==> src/rtl/decode_token.sv <==
// decode_token: LZS token parser.
// Reads a 13-bit MSB-aligned bit window from the unpacker and decodes literal,
// short-copy, long-copy and end-marker tokens, including the variable-length
// length field. Reports consumed bits back upstream and emits one registered
// token per code over a valid/ready handshake.
//
// Ports:
//   clk, rst                 clock; asynchronous active-high reset
//   stream_data[12:0]        bit window, bit 12 = next unconsumed bit
//   stream_valid             window holds enough valid bits to decode
//   stream_done              upstream exhausted (end-marker padding skipped)
//   stream_width[3:0]        bits consumed this cycle, 0 when stream_ack=0
//   stream_ack               consume stream_width bits
//   tok_valid / tok_ready    token handshake
//   tok_type[1:0]            00 literal, 01 copy, 10 end-of-block
//   tok_lit[7:0]             literal byte
//   tok_off[10:0]            copy offset
//   tok_len[LEN_W-1:0]       copy length, saturating
//   tok_err                  sticky length-saturation flag
module decode_token #(
  parameter int unsigned LEN_W = 11
) (
  input  logic             clk,
  input  logic             rst,
  input  logic [12:0]      stream_data,
  input  logic             stream_valid,
  input  logic             stream_done,
  output logic [3:0]       stream_width,
  output logic             stream_ack,
  output logic             tok_valid,
  input  logic             tok_ready,
  output logic [1:0]       tok_type,
  output logic [7:0]       tok_lit,
  output logic [10:0]      tok_off,
  output logic [LEN_W-1:0] tok_len,
  output logic             tok_err
);

  typedef enum logic [2:0] {S_TAG, S_LEN, S_EXT, S_PAD, S_EMIT} state_t;

  localparam logic [LEN_W-1:0] LEN_MAX = '1;

  state_t           state;
  logic [2:0]       bitcnt;
  logic [10:0]      off_r;
  logic [LEN_W-1:0] len_r;

  logic [2:0]       pad;
  logic [LEN_W:0]   ext_sum;
  logic             ext_ovf;
  logic [LEN_W-1:0] ext_len;

  // Bits needed to reach the next byte boundary: (8 - bitcnt) mod 8.
  assign pad     = 3'd0 - bitcnt;
  assign ext_sum = {1'b0, len_r} + (LEN_W+1)'(stream_data[12:9]);
  assign ext_ovf = ext_sum > {1'b0, LEN_MAX};
  assign ext_len = ext_ovf ? LEN_MAX : ext_sum[LEN_W-1:0];

  always_comb begin
    stream_ack   = 1'b0;
    stream_width = '0;
    case (state)
      S_TAG: if (stream_valid) begin
        stream_ack   = 1'b1;
        stream_width = (stream_data[12:11] == 2'b10) ? 4'd13 : 4'd9;
      end
      S_LEN: if (stream_valid) begin
        stream_ack   = 1'b1;
        stream_width = (stream_data[12:11] == 2'b11) ? 4'd4 : 4'd2;
      end
      S_EXT: if (stream_valid) begin
        stream_ack   = 1'b1;
        stream_width = 4'd4;
      end
      S_PAD: if (stream_valid && pad != 3'd0 && !stream_done) begin
        stream_ack   = 1'b1;
        stream_width = {1'b0, pad};
      end
      default: ;
    endcase
  end

  always_ff @(posedge clk or posedge rst) begin
    if (rst) begin
      state     <= S_TAG;
      bitcnt    <= '0;
      off_r     <= '0;
      len_r     <= '0;
      tok_valid <= 1'b0;
      tok_type  <= '0;
      tok_lit   <= '0;
      tok_off   <= '0;
      tok_len   <= '0;
      tok_err   <= 1'b0;
    end else begin
      if (stream_ack) bitcnt <= bitcnt + stream_width[2:0];
      case (state)
        S_TAG: if (stream_valid) begin
          if (!stream_data[12]) begin
            tok_type  <= 2'b00;
            tok_lit   <= stream_data[11:4];
            tok_valid <= 1'b1;
            state     <= S_EMIT;
          end else if (stream_data[11]) begin
            // A zero 7-bit offset is the end marker, not a copy.
            if (stream_data[10:4] != 7'd0) begin
              off_r <= {4'd0, stream_data[10:4]};
              state <= S_LEN;
            end else begin
              state <= S_PAD;
            end
          end else begin
            off_r <= stream_data[10:0];
            state <= S_LEN;
          end
        end
        S_LEN: if (stream_valid) begin
          if (stream_data[12:11] != 2'b11) begin
            tok_type  <= 2'b01;
            tok_off   <= off_r;
            tok_len   <= LEN_W'(3'd2 + {1'b0, stream_data[12:11]});
            tok_valid <= 1'b1;
            state     <= S_EMIT;
          end else if (stream_data[10:9] != 2'b11) begin
            tok_type  <= 2'b01;
            tok_off   <= off_r;
            tok_len   <= LEN_W'(3'd5 + {1'b0, stream_data[10:9]});
            tok_valid <= 1'b1;
            state     <= S_EMIT;
          end else begin
            len_r <= LEN_W'(4'd8);
            state <= S_EXT;
          end
        end
        S_EXT: if (stream_valid) begin
          len_r <= ext_len;
          if (ext_ovf) tok_err <= 1'b1;
          if (stream_data[12:9] != 4'hF) begin
            tok_type  <= 2'b01;
            tok_off   <= off_r;
            tok_len   <= ext_len;
            tok_valid <= 1'b1;
            state     <= S_EMIT;
          end
        end
        S_PAD: if (pad == 3'd0 || stream_done || stream_valid) begin
          tok_type  <= 2'b10;
          tok_valid <= 1'b1;
          state     <= S_EMIT;
        end
        S_EMIT: if (tok_ready) begin
          tok_valid <= 1'b0;
          state     <= S_TAG;
          if (tok_type == 2'b10) bitcnt <= '0;
        end
        default: state <= S_TAG;
      endcase
    end
  end

endmodule

==> config.mk <==
export PLATFORM = sky130hd
export DESIGN_NAME = decode_token
export DESIGN_NICKNAME = d
export VERILOG_FILES = /design/src/rtl/decode_token.sv
export SDC_FILE = /design/constraint.sdc
export NUM_CORES = 1
export LEC_CHECK = 0
export CAP_MARGIN = 30
export CORE_UTILIZATION = 49
export DETAILED_ROUTE_END_ITERATION = 16
export HOLD_SLACK_MARGIN = 0.06
export PLACE_DENSITY = 0.75
export SLEW_MARGIN = 20
export SYNTH_ARGS = -nofsm -noshare
export SYNTH_HDL_FRONTEND = slang
export SYNTH_SLANG_ARGS = --single-unit
==> constraint.sdc <==
create_clock -name clk -period 5.37 [get_ports clk]
set_input_delay 1.3425 -clock clk [delete_from_list [all_inputs] [get_ports clk]]
set_output_delay 1.3425 -clock clk [all_outputs]
set_load 0.02 [all_outputs]
==> impl_metrics.env, run 1 <==
export IMPL_antenna_found_initial=0
export IMPL_crit_chain="clkdlybuf4s50_1 -> nand2b_1 -> a211oi_2 -> clkdlybuf4s50_1"
export IMPL_ys_seq_elements=62
export IMPL_core_area_mm2=0.00646
export IMPL_worst_path_buf_inv=2
export IMPL_port_buffers=56
export IMPL_skew_ns=0.00744
export IMPL_path_class="in2out"
export IMPL_worstPathArrival_ns=3.40
export IMPL_power_leakage_nw=1.84
export IMPL_grtUsageTotal_pct=23.9
export IMPL_min_period_ns=4.74
export IMPL_worst_pin_slew_ns=0.888
export IMPL_synthFlopType="dfrtp_1"
export IMPL_antenna_cells=0
export IMPL_syn_area_per_cell_um2=10.3
export IMPL_start_util_pct=51.6
export IMPL_cp_max_fo=11
export IMPL_power_density_mw_per_mm2=482
export IMPL_crit_family="buffers and inverters"
export IMPL_drc_errors=4
export IMPL_synthToLayoutAreaGrowth_pct=24.5
export IMPL_cts_root_buf="clkbuf_8"
export IMPL_cp_required_ns=4.03
export IMPL_grt_remaining_overflow=0
export IMPL_cts_buffer_depth=2
export IMPL_nets=408
export IMPL_hold_class="reg2reg"
export IMPL_synthDistinctLibCells=57
export IMPL_ant_nets=0
export IMPL_critPathMaxStageDelay_ns=0.68
export IMPL_clkTransAtPathRegs_ns=0.07
export IMPL_wirelength_um=7570
export IMPL_drive_gt1_share_pct=12.5
export IMPL_ctsHoldBuffers=0
export IMPL_cts_resized=0
export IMPL_ios=57
export IMPL_vias_per_cell=5.85
export IMPL_start_kind="input port"
export IMPL_die_area_mm2=0.00713
export IMPL_synthCells=324
export IMPL_yosysMostFrequentCell="dfrtp_1"
export IMPL_place_inst=446
export IMPL_cts_buffers=9
export IMPL_maxSlewViolCount=0
export IMPL_fp_dieH_um=84.4
export IMPL_tns_ns=0
export IMPL_cts_sinks=62
export IMPL_ys_warn_count=0
export IMPL_grt_start_max_net_pins=38
export IMPL_timing_final_crit_share_pct=88.3
export IMPL_cts_tree="done"
export IMPL_r2r_setup_slack_ns=2.51
export IMPL_final_util_pct=64.2
export IMPL_grt_setup_unrepaired="false"
export IMPL_syn_cell_area_mm2=0.00333
export IMPL_first_global_vias=2677
export IMPL_ys_seq_area_share_pct=46.6
export IMPL_dr_pass1_iters=10
export IMPL_cts_max_level=3
export IMPL_die_x_um=84.4
export IMPL_ir_drop_uv=279
export IMPL_outcome="finished with violations"
export IMPL_dp_hpwl_um=5430
export IMPL_setup_viol=0
export IMPL_crit_slowest_cell="clkdlybuf4s50_1"
export IMPL_violations="DRC"
export IMPL_wire_per_inst_um=16.4
export IMPL_dr_total_vias=2695
export IMPL_stdcell_count=461
export IMPL_synthTopCellsByCount="dfrtp_1, nand2_1, o21ai_0"
export IMPL_cp_common_cell="clkdlybuf4s50_1"
export IMPL_finalPower_mw=2.00
export IMPL_fmax_mhz=211
export IMPL_grt_first_pass_wirelength_um=13400
export IMPL_synth_async_reset_ratio_pct=100
export IMPL_endpoint_kind="primary output"
export IMPL_cap_violations=0
export IMPL_clkLatencyLatePin_ns=0.34
export IMPL_slew_headroom_pct=40.7
export IMPL_fin_ws_ns=0.631
export IMPL_rows=29
export IMPL_hold_violations=0
export IMPL_pre_cts_ws_ns=0.668
export IMPL_yosysTopAreaCellShare_pct=46.6
export IMPL_postCtsSetupBuffers=0
export IMPL_place_congestion=0.868
export IMPL_yosys_top_cells_area="dfrtp_1, mux2_2, nand2_1"
export IMPL_yosys_area_top_type="dfrtp_1"
export IMPL_synth_fp_nets=352
export IMPL_synth_edf_count=0
export IMPL_first_iter_violations=145
-- logic make-up after synthesis --
group | Yosys count | synth area share, %
AND/OR/NAND/NOR | 103 | 16.0
AO/OA/AOI/OAI | 92 | 18.5
flip-flops | 62 | 46.6
multiplexers | 30 | 9.80
buffers and inverters | 21 | 3.16
adder cells (fa/ha/maj) | 10 | 4.21
XOR/XNOR | 6 | 1.80
-- worst paths after layout --
path                               from    endpoint  depth (start not counted)
min in group asynchronous           rst     tok_err                          2
min reg2reg                     tok_err     tok_err                          1
max in group asynchronous           rst  tok_off[9]                          3
max                        stream_valid  stream_ack                          4
max reg2reg                   bitcnt[0]   bitcnt[2]                         12
min                             tok_err     tok_err                          1
-- sequential cells by signal, summed over array words and instances (netlist names) --
| name | count |
|---|---|
| bitcnt | 3 |
| tok_valid | 1 |
| len_r | 11 |
| tok_lit | 8 |
| tok_off | 11 |
| tok_len | 11 |
| off_r | 11 |
| state | 3 |
| tok_err | 1 |
| tok_type | 2 |
-- layout by cell type, fill, tap and decap left out, types with 3 or more instances in the layout --
master / synthesis / layout
dfrtp_1: 62 / 62
clkdlybuf4s50_1: 0 / 56
nand2_1: 38 / 38
o21ai_0: 28 / 28
mux2_2: 18 / 18
nor2_1: 17 / 16
a21oi_1: 14 / 14
clkbuf_8: 0 / 10
mux2i_1: 9 / 9
nand2b_1: 8 / 8
nor2b_1: 8 / 8
a22o_1: 8 / 8
ha_1: 8 / 8
nand3_1: 7 / 7
inv_1: 7 / 6
o21ai_1: 5 / 5
o211ai_1: 5 / 5
a21o_1: 5 / 5
and3_1: 4 / 4
nand4_1: 4 / 4
o21a_1: 3 / 3
mux2_1: 3 / 3
and2_1: 3 / 3
xor2_1: 3 / 3
a31oi_1: 3 / 3
buf_4: 1 / 3
-- per-layer routing --
metal	wire length [um]	GRT usage [%]
met1	3370	31.7
met3	338	5.80
met4	135	8.63
met2	3720	38.7
met5	0	0
-- through the flow --
step	cell area (um^2)	hold WS (ns)
floorplan	3330	0.441
global placement	3930	0.446
detailed placement	3930	0.444
CTS	4150	0.466
global route	4150	0.501
finish	4150	0.460
-- report_power, final --
part           internal, mW  switching [mW]  leakage (nW)
combinational         0.384           0.419         0.929
sequential            0.630           0.114         0.800
clock                 0.273           0.179         0.107
total                  1.29           0.712          1.84
-- area by class of cell --
cell class / count / area (um^2)
tap: 77 / 96.3
multi-input combinational: 241 / 1680
fill: 537 / 2310
sequential: 62 / 1550
inverter: 7 / 26.3
clock inverter: 3 / 68.8
clock buffer: 12 / 145
timing repair buffer: 59 / 583
Note: power is estimated with default switching activity, not from simulation.
==> run 2: changes to the inputs <==
--- a/config.mk
+++ b/config.mk
@@ -5,11 +5,12 @@
 export SDC_FILE = /design/constraint.sdc
 export NUM_CORES = 1
 export LEC_CHECK = 0
+export ABC_AREA = 1
 export CAP_MARGIN = 30
-export CORE_UTILIZATION = 49
+export CORE_UTILIZATION = 38
 export DETAILED_ROUTE_END_ITERATION = 16
 export HOLD_SLACK_MARGIN = 0.06
-export PLACE_DENSITY = 0.75
+export SETUP_SLACK_MARGIN = 0.1
 export SLEW_MARGIN = 20
 export SYNTH_ARGS = -nofsm -noshare
 export SYNTH_HDL_FRONTEND = slang
==> impl_metrics.env, run 2 <==
export IMPL_stdcell_area_mm2=0.00408
export IMPL_yosys_area_top_type="dfrtp_1"
export IMPL_ctsHoldBuffers=0
export IMPL_cts_buffer_depth=2
export IMPL_dr_pass1_iters=4
export IMPL_clkTransAtPathRegs_ns=0.07
export IMPL_start_util_pct=39.1
export IMPL_ios=57
export IMPL_cts_max_level=3
export IMPL_cts_tree="done"
export IMPL_cts_resized=0
export IMPL_synth_fp_nets=416
export IMPL_slew_headroom_pct=50.4
export IMPL_worstPathArrival_ns=3.27
export IMPL_yosysTopAreaCellShare_pct=48.6
export IMPL_power_density_mw_per_mm2=481
export IMPL_synth_edf_count=0
export IMPL_hold_slack_ns=0.480
export IMPL_cap_violations=0
export IMPL_skew_ns=0.0105
export IMPL_drc_errors=0
export IMPL_fmax_mhz=217
export IMPL_clkLatencyLatePin_ns=0.34
export IMPL_ys_warn_count=0
export IMPL_grtUsageTotal_pct=18.7
export IMPL_cts_buffers=9
export IMPL_ir_drop_uv=200
export IMPL_synthToLayoutAreaGrowth_pct=27.7
export IMPL_final_common_cell="nand2_1"
export IMPL_dr_total_vias=2669
export IMPL_placed_cell_area_mm2=0.00384
export IMPL_endpoint_kind="primary output"
export IMPL_first_global_vias=2540
export IMPL_place_congestion=0.858
export IMPL_start_kind="input port"
export IMPL_yosysMostFrequentCell="nand2_1"
export IMPL_grt_first_pass_wirelength_um=12500
export IMPL_holdPathStages=2
export IMPL_wirelength_um=7390
export IMPL_final_util_pct=49.9
export IMPL_vias_per_cell=4.78
export IMPL_rows=33
export IMPL_hold_class="reg2reg"
export IMPL_grt_start_max_net_pins=38
export IMPL_power_leakage_nw=1.92
export IMPL_syn_cell_area_mm2=0.00319
export IMPL_die_area_mm2=0.00877
export IMPL_fp_dieH_um=93.7
export IMPL_hold_violations=0
export IMPL_setup_viol=0
export IMPL_timing_final_crit_share_pct=85.8
export IMPL_die_x_um=93.7
export IMPL_ys_seq_elements=62
export IMPL_tns_ns=0
export IMPL_maxSlewViolCount=0
export IMPL_outcome="complete, no violations"
export IMPL_min_period_ns=4.61
export IMPL_syn_area_per_cell_um2=8.23
export IMPL_wire_per_inst_um=13.2
export IMPL_yosys_top_cells_area="dfrtp_1, nand2_1, inv_1"
export IMPL_antenna_cells=0
export IMPL_grt_setup_unrepaired="false"
export IMPL_postCtsSetupBuffers=0
export IMPL_drive_gt1_share_pct=9.93
export IMPL_final_cell_mix="nand2_1, dfrtp_1, clkdlybuf4s50_1"
export IMPL_cp_max_fo=7
export IMPL_core_area_mm2=0.00818
export IMPL_first_iter_violations=122
export IMPL_ant_nets=0
export IMPL_cp_required_ns=4.03
export IMPL_synthDistinctLibCells=36
export IMPL_grt_remaining_overflow=0
export IMPL_antenna_found_initial=0
export IMPL_rr_worst_depth=14
export IMPL_path_class="in2out"
export IMPL_synthFlopType="dfrtp_1"
export IMPL_nets=476
export IMPL_worst_pin_slew_ns=0.743
export IMPL_synthCells=388
export IMPL_synthTopCellsByCount="nand2_1, dfrtp_1, inv_1"
export IMPL_synth_async_reset_ratio_pct=100
export IMPL_dp_hpwl_um=5360
export IMPL_cts_root_buf="clkbuf_8"
export IMPL_port_buffers=56
export IMPL_ys_seq_area_share_pct=48.6
export IMPL_cts_sinks=62
==> run 2: cell types whose count changed in the layout (fill, tap and decap cells not counted), moves of 8 or more <==
cell,delta
inv_2,+9
inv_1,+37
nand2_1,+69
mux2_2,-18
mux2i_1,-9
nand3_1,+8
o21ai_1,+14
nor2b_1,-8
nand2b_1,-8
==> run 2: metrics by stage <==
step	power, mW	setup WS, ns	cells
2_1_floorplan	1.19	1.73	388
3_3_place_gp	1.49	0.779	542
3_5_place_dp	1.50	0.786	542
4_1_cts	1.98	0.768	558
5_1_grt	2.09	0.659	558
6_report	1.96	0.762	558
==> run 2: final timing paths <==
path | to | start | slack (ns)
max | stream_width[1] | stream_valid | 0.76
min | tok_valid | tok_valid | 0.48
max reg2reg | bitcnt[2] | bitcnt[1] | 3.03
min reg2reg | tok_valid | tok_valid | 0.48
max in group asynchronous | tok_lit[1] | rst | 3.06
min in group asynchronous | tok_len[6] | rst | 1.43
==> run 2: final cells by class <==
type,count,area (um^2)
clock buffer,13,169
clock inverter,3,65.1
fill,795,4100
inverter,53,199
multi-input combinational,264,1390
sequential,62,1550
tap,105,131
timing repair buffer,58,576
==> run 2: cell families (layout without fill, tap and decap cells) <==
family	Yosys count	count (layout)	share of synthesized area, %
simple gates	168	168	23.4
compound gates	78	78	13.5
flops	62	62	48.6
buf+inv	62	127	7.95
fa+ha+maj	10	10	4.39
xor+xnor	8	8	2.19
==> run 2: per-layer routing <==
metal | vias up | track usage [%] | wire, um
li1 | 1374 | - | -
met1 | 1214 | 27.7 | 3720
met2 | 69 | 26.8 | 3150
met3 | 12 | 4.13 | 391
met4 | 0 | 6.28 | 128
met5 | - | 0 | 0
==> run 2: critical path, stage by stage <==
cell and delay, ns:
clkdlybuf4s50_1 0.65, inv_2 0.11, o32ai_1 0.47, clkdlybuf4s50_1 0.69
==> run 2: power by group <==
group          switching, mW  internal, mW
clock                  0.177         0.299
combinational          0.440         0.325
sequential            0.0912         0.628
total                  0.708          1.25
==> run 3: changes to the inputs <==
--- a/config.mk
+++ b/config.mk
@@ -5,7 +5,7 @@
 export SDC_FILE = /design/constraint.sdc
 export NUM_CORES = 1
 export LEC_CHECK = 0
-export ABC_AREA = 1
+export ABC_AREA = 0
 export CAP_MARGIN = 30
 export CORE_UTILIZATION = 38
 export DETAILED_ROUTE_END_ITERATION = 16
==> impl_metrics.env, run 3 (same netlist as run 1, synthesis figures left out) <==
export IMPL_outcome="complete, no violations"
export IMPL_drc_errors=0
export IMPL_grt_remaining_overflow=0
export IMPL_wire_per_inst_um=16.0
export IMPL_cp_required_ns=4.03
export IMPL_hold_start="tok_err"
export IMPL_r2r_setup_slack_ns=2.47
export IMPL_nets=410
export IMPL_clkLatencyLatePin_ns=0.34
export IMPL_worst_pin_slew_ns=0.790
export IMPL_wirelength_um=7870
export IMPL_crit_slowest_cell="clkdlybuf4s50_1"
export IMPL_whs_endpoint="tok_err"
export IMPL_maxSlewViolCount=0
export IMPL_crit_family="buffers and inverters"
export IMPL_antenna_cells=0
export IMPL_tns_ns=0
export IMPL_grt_first_pass_wirelength_um=13000
export IMPL_pre_cts_ws_ns=0.649
export IMPL_wl_met3_um=321
export IMPL_fmax_mhz=212
export IMPL_rr_worst_depth=12
export IMPL_start_util_pct=39.9
export IMPL_start_kind="input port"
export IMPL_first_global_vias=2523
export IMPL_cts_buffers=9
export IMPL_endpoint_kind="primary output"
export IMPL_dr_total_vias=2635
export IMPL_grt_start_max_net_pins=63
export IMPL_worst_path_buf_inv=2
export IMPL_r2r_end="bitcnt[2]"
export IMPL_fp_dieH_um=95.6
export IMPL_cts_tree="done"
export IMPL_holdPathStages=1
export IMPL_worstPathArrival_ns=3.38
export IMPL_met1_length_um=3820
export IMPL_cts_sinks=62
export IMPL_grt_setup_unrepaired="false"
export IMPL_ir_drop_uv=148
export IMPL_place_congestion=0.869
export IMPL_hold_violations=0
export IMPL_hold_class="reg2reg"
export IMPL_cap_violations=0
export IMPL_cp_common_cell="clkdlybuf4s50_1"
export IMPL_reg2reg_from="bitcnt[0]"
export IMPL_setup_viol=0
export IMPL_skew_ns=0.00906
export IMPL_dr_wl_met2_um=3630
export IMPL_power_density_mw_per_mm2=470
export IMPL_cp_max_fo=11
export IMPL_die_x_um=95.6
export IMPL_core_area_mm2=0.00834
export IMPL_dr_pass1_iters=4
export IMPL_final_cell_mix="dfrtp_1, clkdlybuf4s50_1, nand2_1"
export IMPL_top_layer_used="met4"
export IMPL_vias_per_cell=5.36
export IMPL_first_iter_violations=92
export IMPL_crit_chain="clkdlybuf4s50_1 -> nand2b_1 -> a211oi_2 -> clkdlybuf4s50_1"
export IMPL_rows=33
export IMPL_fin_ws_ns=0.648
export IMPL_slew_headroom_pct=47.3
export IMPL_finalPower_mw=1.97
export IMPL_antenna_found_initial=0
export IMPL_drive_gt1_share_pct=13.4
export IMPL_cts_buffer_depth=2
export IMPL_die_area_mm2=0.00914
export IMPL_dp_hpwl_um=5540
export IMPL_ctsHoldBuffers=0
export IMPL_cts_max_level=3
export IMPL_clkTransAtPathRegs_ns=0.07
export IMPL_synthToLayoutAreaGrowth_pct=26.0
export IMPL_ant_nets=0
export IMPL_cts_root_buf="clkbuf_8"
export IMPL_port_buffers=56
export IMPL_power_leakage_nw=1.85
export IMPL_ios=57
export IMPL_cts_resized=0
export IMPL_postCtsSetupBuffers=0
export IMPL_min_period_ns=4.72
export IMPL_critPathMaxStageDelay_ns=0.68
export IMPL_timing_final_crit_share_pct=87.9
export IMPL_final_common_cell="dfrtp_1"
export IMPL_grtUsageTotal_pct=18.9
export IMPL_path_class="in2out"
==> run 3: layer usage <==
layer	vias up	track usage [%]
met5	-	0
met4	0	5.22
met3	10	5.74
met2	50	29.2
met1	1292	25.6
li1	1283	-
==> run 3: layout make-up <==
cell class / count / area [um^2]
Fill cell: 808 / 4150
Clock inverter: 6 / 68.8
Clock buffer: 10 / 138
Multi-Input combinational cell: 241 / 1670
Tap cell: 105 / 131
Inverter: 7 / 26.3
Sequential cell: 62 / 1550
Timing Repair Buffer: 61 / 606
==> run 3: worst max path at each step <==
stage,startpoint,end,depth (start not counted)
6_report,stream_valid,stream_ack,4
5_1_grt,stream_valid,stream_ack,4
3_5_place_dp,stream_valid,stream_ack,4
2_1_floorplan,stream_data[11],stream_width[1],5
4_1_cts,stream_valid,stream_ack,4
3_3_place_gp,stream_valid,stream_ack,4
==> run 3: through the flow <==
step	util, %	std cells	area (um^2)	hold slack, ns
3_3_place_gp	47.6	475	3970	0.448
4_1_cts	50.3	492	4200	0.471
2_1_floorplan	-	324	3330	0.441
5_1_grt	50.3	492	4200	0.502
6_report	50.3	492	4200	0.467
3_5_place_dp	47.8	476	3990	0.444
==> run 3: power by group <==
| group | leakage [nW] | total, mW | internal, mW | switching (mW) |
|---|---|---|---|---|
| Sequential | 0.800 | 0.742 | 0.629 | 0.113 |
| Combinational | 0.942 | 0.801 | 0.385 | 0.416 |
| Clock | 0.103 | 0.427 | 0.230 | 0.197 |
| Total | 1.85 | 1.97 | 1.24 | 0.726 |
